File: src/rtl/smoldvi_tmds_encoder_if.sv
// ---------------------------------------------------------------------------
// smoldvi_tmds_encoder_if
//
// Pixel-side bundle for one TMDS channel encoder.
//   den   : data enable (1 = encode data, 0 = emit control symbol for c)
//   data  : 8-bit pixel component
//   c     : 2-bit control word, c[0] = C0
//   q     : 10-bit TMDS symbol, q[0] is the first bit on the wire
//
// Modports:
//   master : the pixel source (drives den/data/c, observes q)
//   slave  : the encoder (consumes den/data/c, drives q)
// ---------------------------------------------------------------------------
interface smoldvi_tmds_encoder_if;
    logic       den;
    logic [7:0] data;
    logic [1:0] c;
    logic [9:0] q;

    modport master (
        output den,
        output data,
        output c,
        input  q
    );

    modport slave (
        input  den,
        input  data,
        input  c,
        output q
    );
endinterface

File: src/rtl/smoldvi_tmds_encoder.sv
// ---------------------------------------------------------------------------
// smoldvi_tmds_encoder
//
// DVI 1.0 TMDS encoder for one channel. Two-stage pipeline:
//   stage 1 : transition minimisation (XOR / XNOR chain) -> qm
//   stage 2 : DC balance against the running disparity cnt -> q
// A control symbol is emitted whenever den was low; that also clears cnt.
// Latency is two clk_in edges for both data and control, one symbol per
// cycle, no backpressure. q comes straight from a flop.
//
// Ports:
//   clk_in   : pixel clock
//   rst_n_in : asynchronous active-low reset
//   tmds     : slave side of smoldvi_tmds_encoder_if (den, data, c in; q out)
// ---------------------------------------------------------------------------
module smoldvi_tmds_encoder (
    input  logic                         clk_in,
    input  logic                         rst_n_in,
    smoldvi_tmds_encoder_if.slave        tmds
);

    // -----------------------------------------------------------------------
    // Stage 1: transition minimisation
    // -----------------------------------------------------------------------
    logic [3:0] n1d;
    logic       use_xnor;
    logic [7:0] qm_chain;
    logic [8:0] qm_next;

    always_comb begin
        n1d = 4'd0;
        for (int i = 0; i < 8; i++) begin
            n1d = n1d + {3'b000, tmds.data[i]};
        end
    end

    // A tie at four ones is broken by data[0] so the choice is deterministic.
    assign use_xnor = (n1d > 4'd4) || ((n1d == 4'd4) && !tmds.data[0]);

    assign qm_chain[0] = tmds.data[0];
    generate
        for (genvar gi = 1; gi < 8; gi++) begin : g_chain
            assign qm_chain[gi] = use_xnor ? ~(qm_chain[gi-1] ^ tmds.data[gi])
                                           :  (qm_chain[gi-1] ^ tmds.data[gi]);
        end
    endgenerate

    assign qm_next = {~use_xnor, qm_chain};

    logic [8:0] qm_reg;
    logic       den_reg;
    logic [1:0] c_reg;

    always_ff @(posedge clk_in or negedge rst_n_in) begin
        if (!rst_n_in) begin
            qm_reg  <= 9'd0;
            den_reg <= 1'b0;
            c_reg   <= 2'b00;
        end else begin
            qm_reg  <= qm_next;
            den_reg <= tmds.den;
            c_reg   <= tmds.c;
        end
    end

    // -----------------------------------------------------------------------
    // Stage 2: DC balance
    // -----------------------------------------------------------------------
    logic [3:0]        n1;
    logic signed [5:0] disp;       // N1 - N0 = 2*N1 - 8, range -8..+8
    logic signed [5:0] cnt_ext;
    logic signed [5:0] two_qm8;    // 2*qm[8]
    logic signed [5:0] two_nqm8;   // 2*(~qm[8])
    logic signed [5:0] cnt_sum;
    logic signed [4:0] cnt_reg;
    logic signed [4:0] cnt_next;
    logic [9:0]        q_reg;
    logic [9:0]        q_next;
    logic              cnt_pos;
    logic              cnt_neg;
    logic              cnt_zero;

    always_comb begin
        n1 = 4'd0;
        for (int i = 0; i < 8; i++) begin
            n1 = n1 + {3'b000, qm_reg[i]};
        end
    end

    assign disp     = $signed({1'b0, n1, 1'b0}) - 6'sd8;
    assign cnt_ext  = {cnt_reg[4], cnt_reg};
    assign two_qm8  = qm_reg[8] ? 6'sd2 : 6'sd0;
    assign two_nqm8 = qm_reg[8] ? 6'sd0 : 6'sd2;
    assign cnt_zero = (cnt_reg == 5'sd0);
    assign cnt_neg  = cnt_reg[4];
    assign cnt_pos  = !cnt_neg && !cnt_zero;

    always_comb begin
        q_next   = q_reg;
        cnt_sum  = cnt_ext;
        if (!den_reg) begin
            // Blanking: fixed control symbols, disparity restarts from zero.
            cnt_sum = 6'sd0;
            unique case (c_reg)
                2'b00:   q_next = 10'h354;
                2'b01:   q_next = 10'h0AB;
                2'b10:   q_next = 10'h154;
                default: q_next = 10'h2AB;
            endcase
        end else if (cnt_zero || (disp == 6'sd0)) begin
            q_next  = {~qm_reg[8], qm_reg[8],
                       qm_reg[8] ? qm_reg[7:0] : ~qm_reg[7:0]};
            cnt_sum = qm_reg[8] ? (cnt_ext + disp) : (cnt_ext - disp);
        end else if ((cnt_pos && (disp > 6'sd0)) || (cnt_neg && (disp < 6'sd0))) begin
            // Invert to pull the running disparity back towards zero.
            q_next  = {1'b1, qm_reg[8], ~qm_reg[7:0]};
            cnt_sum = cnt_ext + two_qm8 - disp;
        end else begin
            q_next  = {1'b0, qm_reg[8], qm_reg[7:0]};
            cnt_sum = cnt_ext + disp - two_nqm8;
        end
    end

    // Range is bounded to -10..+10, so dropping the top bit is lossless.
    assign cnt_next = cnt_sum[4:0];

    always_ff @(posedge clk_in or negedge rst_n_in) begin
        if (!rst_n_in) begin
            q_reg   <= 10'h354;
            cnt_reg <= 5'sd0;
        end else begin
            q_reg   <= q_next;
            cnt_reg <= cnt_next;
        end
    end

    assign tmds.q = q_reg;

endmodule

File: src/flat_wrapper.sv
// flat-port wrapper written by rule: the top's interface ports become plain ports
module smoldvi_tmds_encoder_flat 
  (clk_in, rst_n_in, tmds_den, tmds_data, tmds_c, tmds_q);
  smoldvi_tmds_encoder_if tmds_i ();
  input  logic clk_in;
  input  logic rst_n_in;
  input wire logic [$bits(tmds_i.den)-1:0] tmds_den;
  input wire logic [$bits(tmds_i.data)-1:0] tmds_data;
  input wire logic [$bits(tmds_i.c)-1:0] tmds_c;
  output wire logic [$bits(tmds_i.q)-1:0] tmds_q;
  assign tmds_i.den = tmds_den;
  assign tmds_i.data = tmds_data;
  assign tmds_i.c = tmds_c;
  assign tmds_q = tmds_i.q;
  smoldvi_tmds_encoder u_core (.clk_in(clk_in), .rst_n_in(rst_n_in), .tmds(tmds_i));
endmodule
File: config.mk
export PLATFORM = sky130hd
export DESIGN_NAME = smoldvi_tmds_encoder_flat
export DESIGN_NICKNAME = d
export VERILOG_FILES = /design/src/rtl/smoldvi_tmds_encoder_if.sv /design/src/rtl/smoldvi_tmds_encoder.sv /design/src/flat_wrapper.sv
export SDC_FILE = /design/constraint.sdc
export NUM_CORES = 1
export LEC_CHECK = 0
export BUFFER_PORTS_ARGS = -buffer_cell sky130_fd_sc_hd__buf_4
export CORE_MARGIN = 2
export CORE_UTILIZATION = 55
export CTS_CLUSTER_DIAMETER = 100
export DETAILED_ROUTE_END_ITERATION = 10
export PLACE_DENSITY = 0.76
export SLEW_MARGIN = 40
export SYNTH_ARGS = -nofsm -noshare
export SYNTH_HDL_FRONTEND = slang
export SYNTH_SLANG_ARGS = --single-unit
File: constraint.sdc
create_clock -name clk_in -period 10.6 [get_ports clk_in]
set_input_delay 1.59 -clock clk_in [delete_from_list [all_inputs] [get_ports clk_in]]
set_output_delay 1.59 -clock clk_in [all_outputs]
set_load 0.01 [all_outputs]
==> Yosys cells after proc, flatten, opt, wreduce, memory -nomap -nowiden <==
Index checks and enable logic that the tools add are counted.
{ "totals": {"rom_bits": 0, "mem_count": 0, "ramBits": 0, "ff_bits": 27, "latchBits": 0} }
{ "op_classes": {"addsub": 20, "muxes": 18, "n_mul": 0, "order_cmp": 3, "div_mod_pow": 0, "bitwise": 17, "n_reduce_logical": 13, "shifts": 0, "eq_ne": 3} }
{ "ops": {"columns": ["operator", "count"], "rows": [
  ["$add A4 B1 Y4", 12],
  ["$mux W10", 3],
  ["$pmux W10 S3", 1],
  ["$mux W5", 4],
  ["$sub A5 B5 Y5", 3],
  ["$not A1 Y1", 9],
  ["$mux W8", 1],
  ["$not A8 Y8", 1],
  ["$mux W1", 7],
  ["$xor A1 B1 Y1", 7],
  ["$gt A6 B1 Y1 const B", 1],
  ["$logic_not A6 Y1", 1],
  ["$lt A6 B1 Y1 const B", 1],
  ["$sub A5 B4 Y6 const B", 1],
  ["$add A5 B3 Y5", 1],
  ["$add A5 B5 Y5", 1],
  ["$logic_not A5 Y1", 1],
  ["$add A1 B1 Y2", 2],
  ["$eq A4 B3 Y1 const B", 1],
  ["$gt A4 B3 Y1 const B", 1],
  ["$logic_and A1 B1 Y1", 4],
  ["$mux W2", 2],
  ["$logic_not A1 Y1", 3],
  ["$logic_or A1 B1 Y1", 3],
  ["3 further kinds", 3]
]} }

==> Longest topological paths before layout <==
{ "depth": {"ltp_word": 29, "depth_mapped": 16, "mapped_depth_nobuf": 16} }

==> Least setup slack after synthesis <==
OpenSTA, ideal clock, no wires.
{ "synth_timing": {"kind": "input to register", "from": "input port tmds_data[0]", "to": "register u_core.qm_reg[7]", "arrival_ps": 4462, "setup_slack_ps": 6011, "cell_stages": 11, "setup_ps": 127, "path_cell_list": "ha_1 inv_1 fa_1 fa_1 inv_1 fa_1 fa_1 nor3b_1 o22ai_1 xnor2_1 xnor2_1"} }
{ "synth_via": {"elab_chain_cells": 29, "elab_cells_between_ends": 33, "classes_between": "7 x add/sub; 1 x order compare; 1 x eq/ne; 7 x mux; 14 x bitwise; 3 x reduce/logical"} }
{ "synth_lines": {"columns": ["item", "line_no", "source"], "rows": [
  ["start: declaration", "flat_wrapper.sv:8", "input wire logic [$bits(tmds_i.data)-1:0] tmds_data;"],
  ["parallel branches: the longest is 22 deep, another holds $add A4 B1 Y4", null, null],
  ["$mux W1 (*)", "smoldvi_tmds_encoder.sv:43", "assign qm_chain[gi] = use_xnor ? ~(qm_chain[gi-1] ^ tmds.data[gi])"],
  ["via u_core.qm_chain[5]", "smoldvi_tmds_encoder.sv:27", "logic [7:0] qm_chain;"],
  ["$xor A1 B1 Y1 (*)", "smoldvi_tmds_encoder.sv:43, smoldvi_tmds_encoder.sv:44", null],
  ["$not A1 Y1", "smoldvi_tmds_encoder.sv:43", null],
  ["$mux W1 (*)", "smoldvi_tmds_encoder.sv:43", null],
  ["$xor A1 B1 Y1 (*)", "smoldvi_tmds_encoder.sv:43, smoldvi_tmds_encoder.sv:44", null],
  ["$not A1 Y1", "smoldvi_tmds_encoder.sv:43", null],
  ["$mux W1 (*)", "smoldvi_tmds_encoder.sv:43", null],
  ["via u_core.qm_chain[7]", "smoldvi_tmds_encoder.sv:27", null],
  ["end signal: assignment", "smoldvi_tmds_encoder.sv:60", "qm_reg <= qm_next;"],
  ["end: declaration", "smoldvi_tmds_encoder.sv:50", "logic [8:0] qm_reg;"]
]} }
Mark *: on every way through the listed nets, which the timed path passes.

==> Worst setup path in the final report <==
{ "layout_timing": {"from": "register u_core.qm_reg[0]", "to": "register u_core.q_reg[1] (netlist: u_core.tmds.q[1])"} }
{ "layout_via": {"elab_chain_cells": 14, "elab_cells_between_ends": 18, "classes_between": "8 x add/sub; 2 x order compare; 3 x mux; 5 x reduce/logical"} }
{ "layout_lines": {"columns": ["item", "line_no", "source"], "rows": [
  ["$add A1 B1 Y2 (*)", "smoldvi_tmds_encoder.sv:86", "n1 = n1 + {3'b000, qm_reg[i]};"],
  ["$add A4 B1 Y4 (*) (6 in series)", "smoldvi_tmds_encoder.sv:86", null],
  ["$sub A5 B4 Y6 (*)", "smoldvi_tmds_encoder.sv:90", "assign disp = $signed({1'b0, n1, 1'b0}) - 6'sd8;"],
  ["$gt A6 B1 Y1 or $lt A6 B1 Y1 (tied branches)", "smoldvi_tmds_encoder.sv:114", "end else if ((cnt_pos && (disp > 6'sd0)) || (cnt_neg && (disp < 6'sd0))) begin"],
  ["$logic_and A1 B1 Y1", "smoldvi_tmds_encoder.sv:114", null],
  ["$logic_or A1 B1 Y1", "smoldvi_tmds_encoder.sv:114", null],
  ["$mux W10", "smoldvi_tmds_encoder.sv:114", null],
  ["$mux W10 (*)", "smoldvi_tmds_encoder.sv:110", "end else if (cnt_zero || (disp == 6'sd0)) begin"],
  ["$mux W10 (*)", "smoldvi_tmds_encoder.sv:101", "if (!den_reg) begin"],
  ["via u_core.q_next[1]", "smoldvi_tmds_encoder.sv:78", "logic [9:0] q_next;"],
  ["end signal: assignment", "smoldvi_tmds_encoder.sv:132", "q_reg <= q_next;"],
  ["end: declaration", "smoldvi_tmds_encoder.sv:77", "logic [9:0] q_reg;"]
]} }
The timed path passes the listed nets; every way through them passes the cells marked *.

==> results list <==
- Number of buffers created by CTS: 3
- Clock latency on the worst-skew pair, taken at its later pin, is between 0.3 and 0.4 ns.
- Relative area change from synthesis to final layout: 12.5%
- In the routed design, unresolved DRC markers number 0.
- Number of max-slew violations in the final report: 0
- Across the run, the number of max-cap violations was 0.
* Starting utilization of the core area: 0.578
* Top Ports: 23
* Seq/Total Area, Yosys: 0.335
* Clock Skew: 0.00424 ns
* Synthesized netlist cell count: 188
* Relative slew margins: 0.657
* Aggregate routed wire length: 3420 microns
- Leaving out fill and tap cells, the most frequent cell in the layout is sky130_fd_sc_hd__inv_1.
- Via count of the first global-routing pass: 1417
- Unrepaired setup endpoints after global routing: false
- Number of flip-flops under the largest register name: 10
- The startpoint identified for the worst register-to-register timing path is u_core.qm_reg[0].
- Cts hold-fix bufs: 0
* DRT antenna net count: 0
- The most critical setup path has its startpoint at u_core.qm_reg[0].
- Share of post-route cells with drive strength above 1: 0.151
* Violation count after the first detailed-routing iteration: 71
* Floorplan Core Area: approximately 3400 sq um
- # resized after CTS: 0
- The startpoint identified for the worst hold timing path is u_core.qm_reg[2].
- In this run the worst path has a maximum fanout of 9.
- Type of the worst setup path: reg2reg
- The die is 63.7 microns tall.
- The initial antenna violation count is 0.
- The clock period could shrink to 4.69 ns.
- Count of antenna diodes in the layout: 0
* Number of setup buffers added after CTS: 0
- The floorplan has 21 rows.
- The worst hold path belongs to the class reg2reg.
* Total Nets Final: ~260
- Count of final hold-check violations: 0
* Clock tree from TritonCTS: done
- The area fraction in compound gates after synthesis came to 0.0932.
- Input/output buffers: 22
* Worst Path Arrival: just under 5 ns
- Of the post-synthesis cell area, the dominant cell type holds 0.268.
- Counting every sink on the clock net gives 26.
* Final weighted congestion in routability-driven placement: 0.851
- Setup violators final: 0
- Startpoint Class: register
- The run finished with clean final reports.
- Mapped Avg Cell Area: 10.4 sq um
- Of the total synthesized cell area, the portion taken by full adders, half adders and majority gates is 0.280.
* Detailed-route wire length per cell: 13.3 microns
- Leading area contributor after synthesis: sky130_fd_sc_hd__dfrtp_1
- From left edge to right edge, the die measures 63.7 microns.
- Wire length of the first global-routing pass: 6150 microns
- Cell types with the largest area share after synthesis: sky130_fd_sc_hd__dfrtp_1 27%, sky130_fd_sc_hd__ha_1 15%, sky130_fd_sc_hd__fa_1 13%, sky130_fd_sc_hd__xnor2_1 11%, sky130_fd_sc_hd__dfstp_2 6.7%
* Flip-flop and latch count after synthesis: 26
- Global routing finished with a remaining overflow of 0.
* Unique cell type count in the Yosys netlist: 30
- In the global route stage, overall resource usage came out at 0.195.
* Critical Path RT: 10.82 ns
- After clock tree synthesis, the clock-pin slew on the worst setup and hold paths is approximately 0.13 ns.
- Yosys printed 0 warnings.
* Combinational family with the most area after synthesis: adder cells
* Final cycle utilization of the critical path: 0.443
- Least-Margin Pin Slew: ~0.5 ns
- The floorplan step defined a die boundary enclosing 4060 sq um.
- Of the total synthesized cell area, the portion taken by AND, OR, NAND and NOR gates is 0.0766.
- Critical Path Sink Type: register
- Average via count per standard cell: 5.16
- Highest attainable clock frequency: 213 MHz
- Root buffer cell: sky130_fd_sc_hd__clkbuf_4
- In the final timing run, aggregate negative setup slack is 0 ns.
* Net Count, Synth: ~240
* Count of vias placed by the detailed router: around 1300
- CTS built an H-tree with a depth of 1.
- Hpwl dp: slightly below 3000 microns
* Syn Std Cell Area: between 1500 and 2000 sq um
- Top library cells by usage in the layout, fill and taps aside: 33 x sky130_fd_sc_hd__inv_1, 24 x sky130_fd_sc_hd__xnor2_1, 23 x sky130_fd_sc_hd__ha_1, 22 x sky130_fd_sc_hd__buf_4, 21 x sky130_fd_sc_hd__dfrtp_1
* Parity-gate share of the synthesized area counting xor and xnor cells: 0.134
* Largest net degree at the start of global routing: 27
* Multiplexer fraction of the synthesized cell area: 0.0102
- The first detailed-routing pass took 5 iterations.
* Clock Path Buffers: 2
cell families (layout without fill, tap and decap cells):
kind of cell	count (synthesis)	count (layout)
and+or+nand+nor	29	29
DFF	26	26
AOI/OAI and AO/OA	30	30
buffers and inverters	35	59
adders and majority gates	36	36
xor gates and xnor gates	30	30
muxes	2	2
layout make-up:
class / count / area (sq um)
sequential: 26 / 657
tap: 46 / 57.6
timing repair buffer: 22 / 165
clock buffer: 4 / 36.3
fill: 265 / 1190
inverter: 33 / 124
multi-input combinational: 127 / 1160
cell usage after synthesis:
master / count
sky130_fd_sc_hd__a211o_1: 1
sky130_fd_sc_hd__xnor2_1: 24
sky130_fd_sc_hd__nor2_1: 9
sky130_fd_sc_hd__inv_1: 33
sky130_fd_sc_hd__nand2_1: 4
sky130_fd_sc_hd__o21bai_1: 1
sky130_fd_sc_hd__clkbuf_1: 1
sky130_fd_sc_hd__o32ai_1: 1
sky130_fd_sc_hd__a211oi_1: 2
sky130_fd_sc_hd__ha_1: 23
sky130_fd_sc_hd__a31oi_1: 1
sky130_fd_sc_hd__xor2_1: 6
sky130_fd_sc_hd__a21o_1: 4
sky130_fd_sc_hd__o21ai_0: 11
sky130_fd_sc_hd__nand2b_1: 2
sky130_fd_sc_hd__and2_1: 1
sky130_fd_sc_hd__nand3_1: 2
sky130_fd_sc_hd__dfstp_2: 5
sky130_fd_sc_hd__nor3_1: 3
sky130_fd_sc_hd__buf_6: 1
sky130_fd_sc_hd__fa_1: 13
sky130_fd_sc_hd__dfrtp_1: 21
sky130_fd_sc_hd__a22o_1: 1
sky130_fd_sc_hd__nor3b_1: 2
sky130_fd_sc_hd__mux2i_1: 2
sky130_fd_sc_hd__or3_1: 1
sky130_fd_sc_hd__or3_4: 1
sky130_fd_sc_hd__a21oi_1: 6
sky130_fd_sc_hd__nor2b_1: 4
sky130_fd_sc_hd__o22ai_1: 2
stage by stage:
step	cell area (sq um)	util	hold WS (ns)	instances	setup slack [ns]
floorplan	1960	-	0.556	188	6.01
global placement	2170	0.639	0.603	254	5.79
detailed placement	2170	0.639	0.604	254	5.66
CTS	2200	0.650	0.630	258	5.89
global route	2200	0.650	0.651	258	5.61
finish	2200	0.650	0.622	258	5.91
per-layer routing:
| layer | share of wire | GRT usage | vias to the layer above |
|---|---|---|---|
| met4 | 0.0099 | 0.0489 | 0 |
| met1 | 0.42 | 0.237 | 652 |
| met2 | 0.54 | 0.355 | 32 |
| li1 | - | - | 644 |
| met5 | 0 | 0 | - |
| met3 | 0.030 | 0.0357 | 4 |
final timing paths:
kind | endpoint | slack (ns) | cells past startpoint
worst max-delay path | u_core.tmds.q[1] | 5.91 | 14
worst min register to register | u_core.tmds.q[2] | 0.62 | 3
worst max register to register | u_core.tmds.q[1] | 5.91 | 14
max in group asynchronous | u_core.tmds.q[4] | 9.17 | 1
worst min-delay path | u_core.tmds.q[2] | 0.62 | 3
min in group asynchronous | u_core.cnt_reg[2] | 1.14 | 1
critical path: stages, from the launching register on:
cell and delay [ns]:
sky130_fd_sc_hd__dfrtp_1 0.42, sky130_fd_sc_hd__ha_1 0.29, sky130_fd_sc_hd__inv_1 0.05, sky130_fd_sc_hd__fa_1 0.50, sky130_fd_sc_hd__fa_1 0.53, sky130_fd_sc_hd__fa_1 0.49, sky130_fd_sc_hd__fa_1 0.40, sky130_fd_sc_hd__xnor2_1 0.29
sky130_fd_sc_hd__inv_1 0.15, sky130_fd_sc_hd__ha_1 0.29, sky130_fd_sc_hd__nor2b_1 0.15, sky130_fd_sc_hd__a22o_1 0.25, sky130_fd_sc_hd__a211o_1 0.41, sky130_fd_sc_hd__xnor2_1 0.19, sky130_fd_sc_hd__a21o_1 0.19
Power is left out: the tool's default activity adds up to more than one toggle a clock period on the data nets, which glitch-free logic cannot reach.
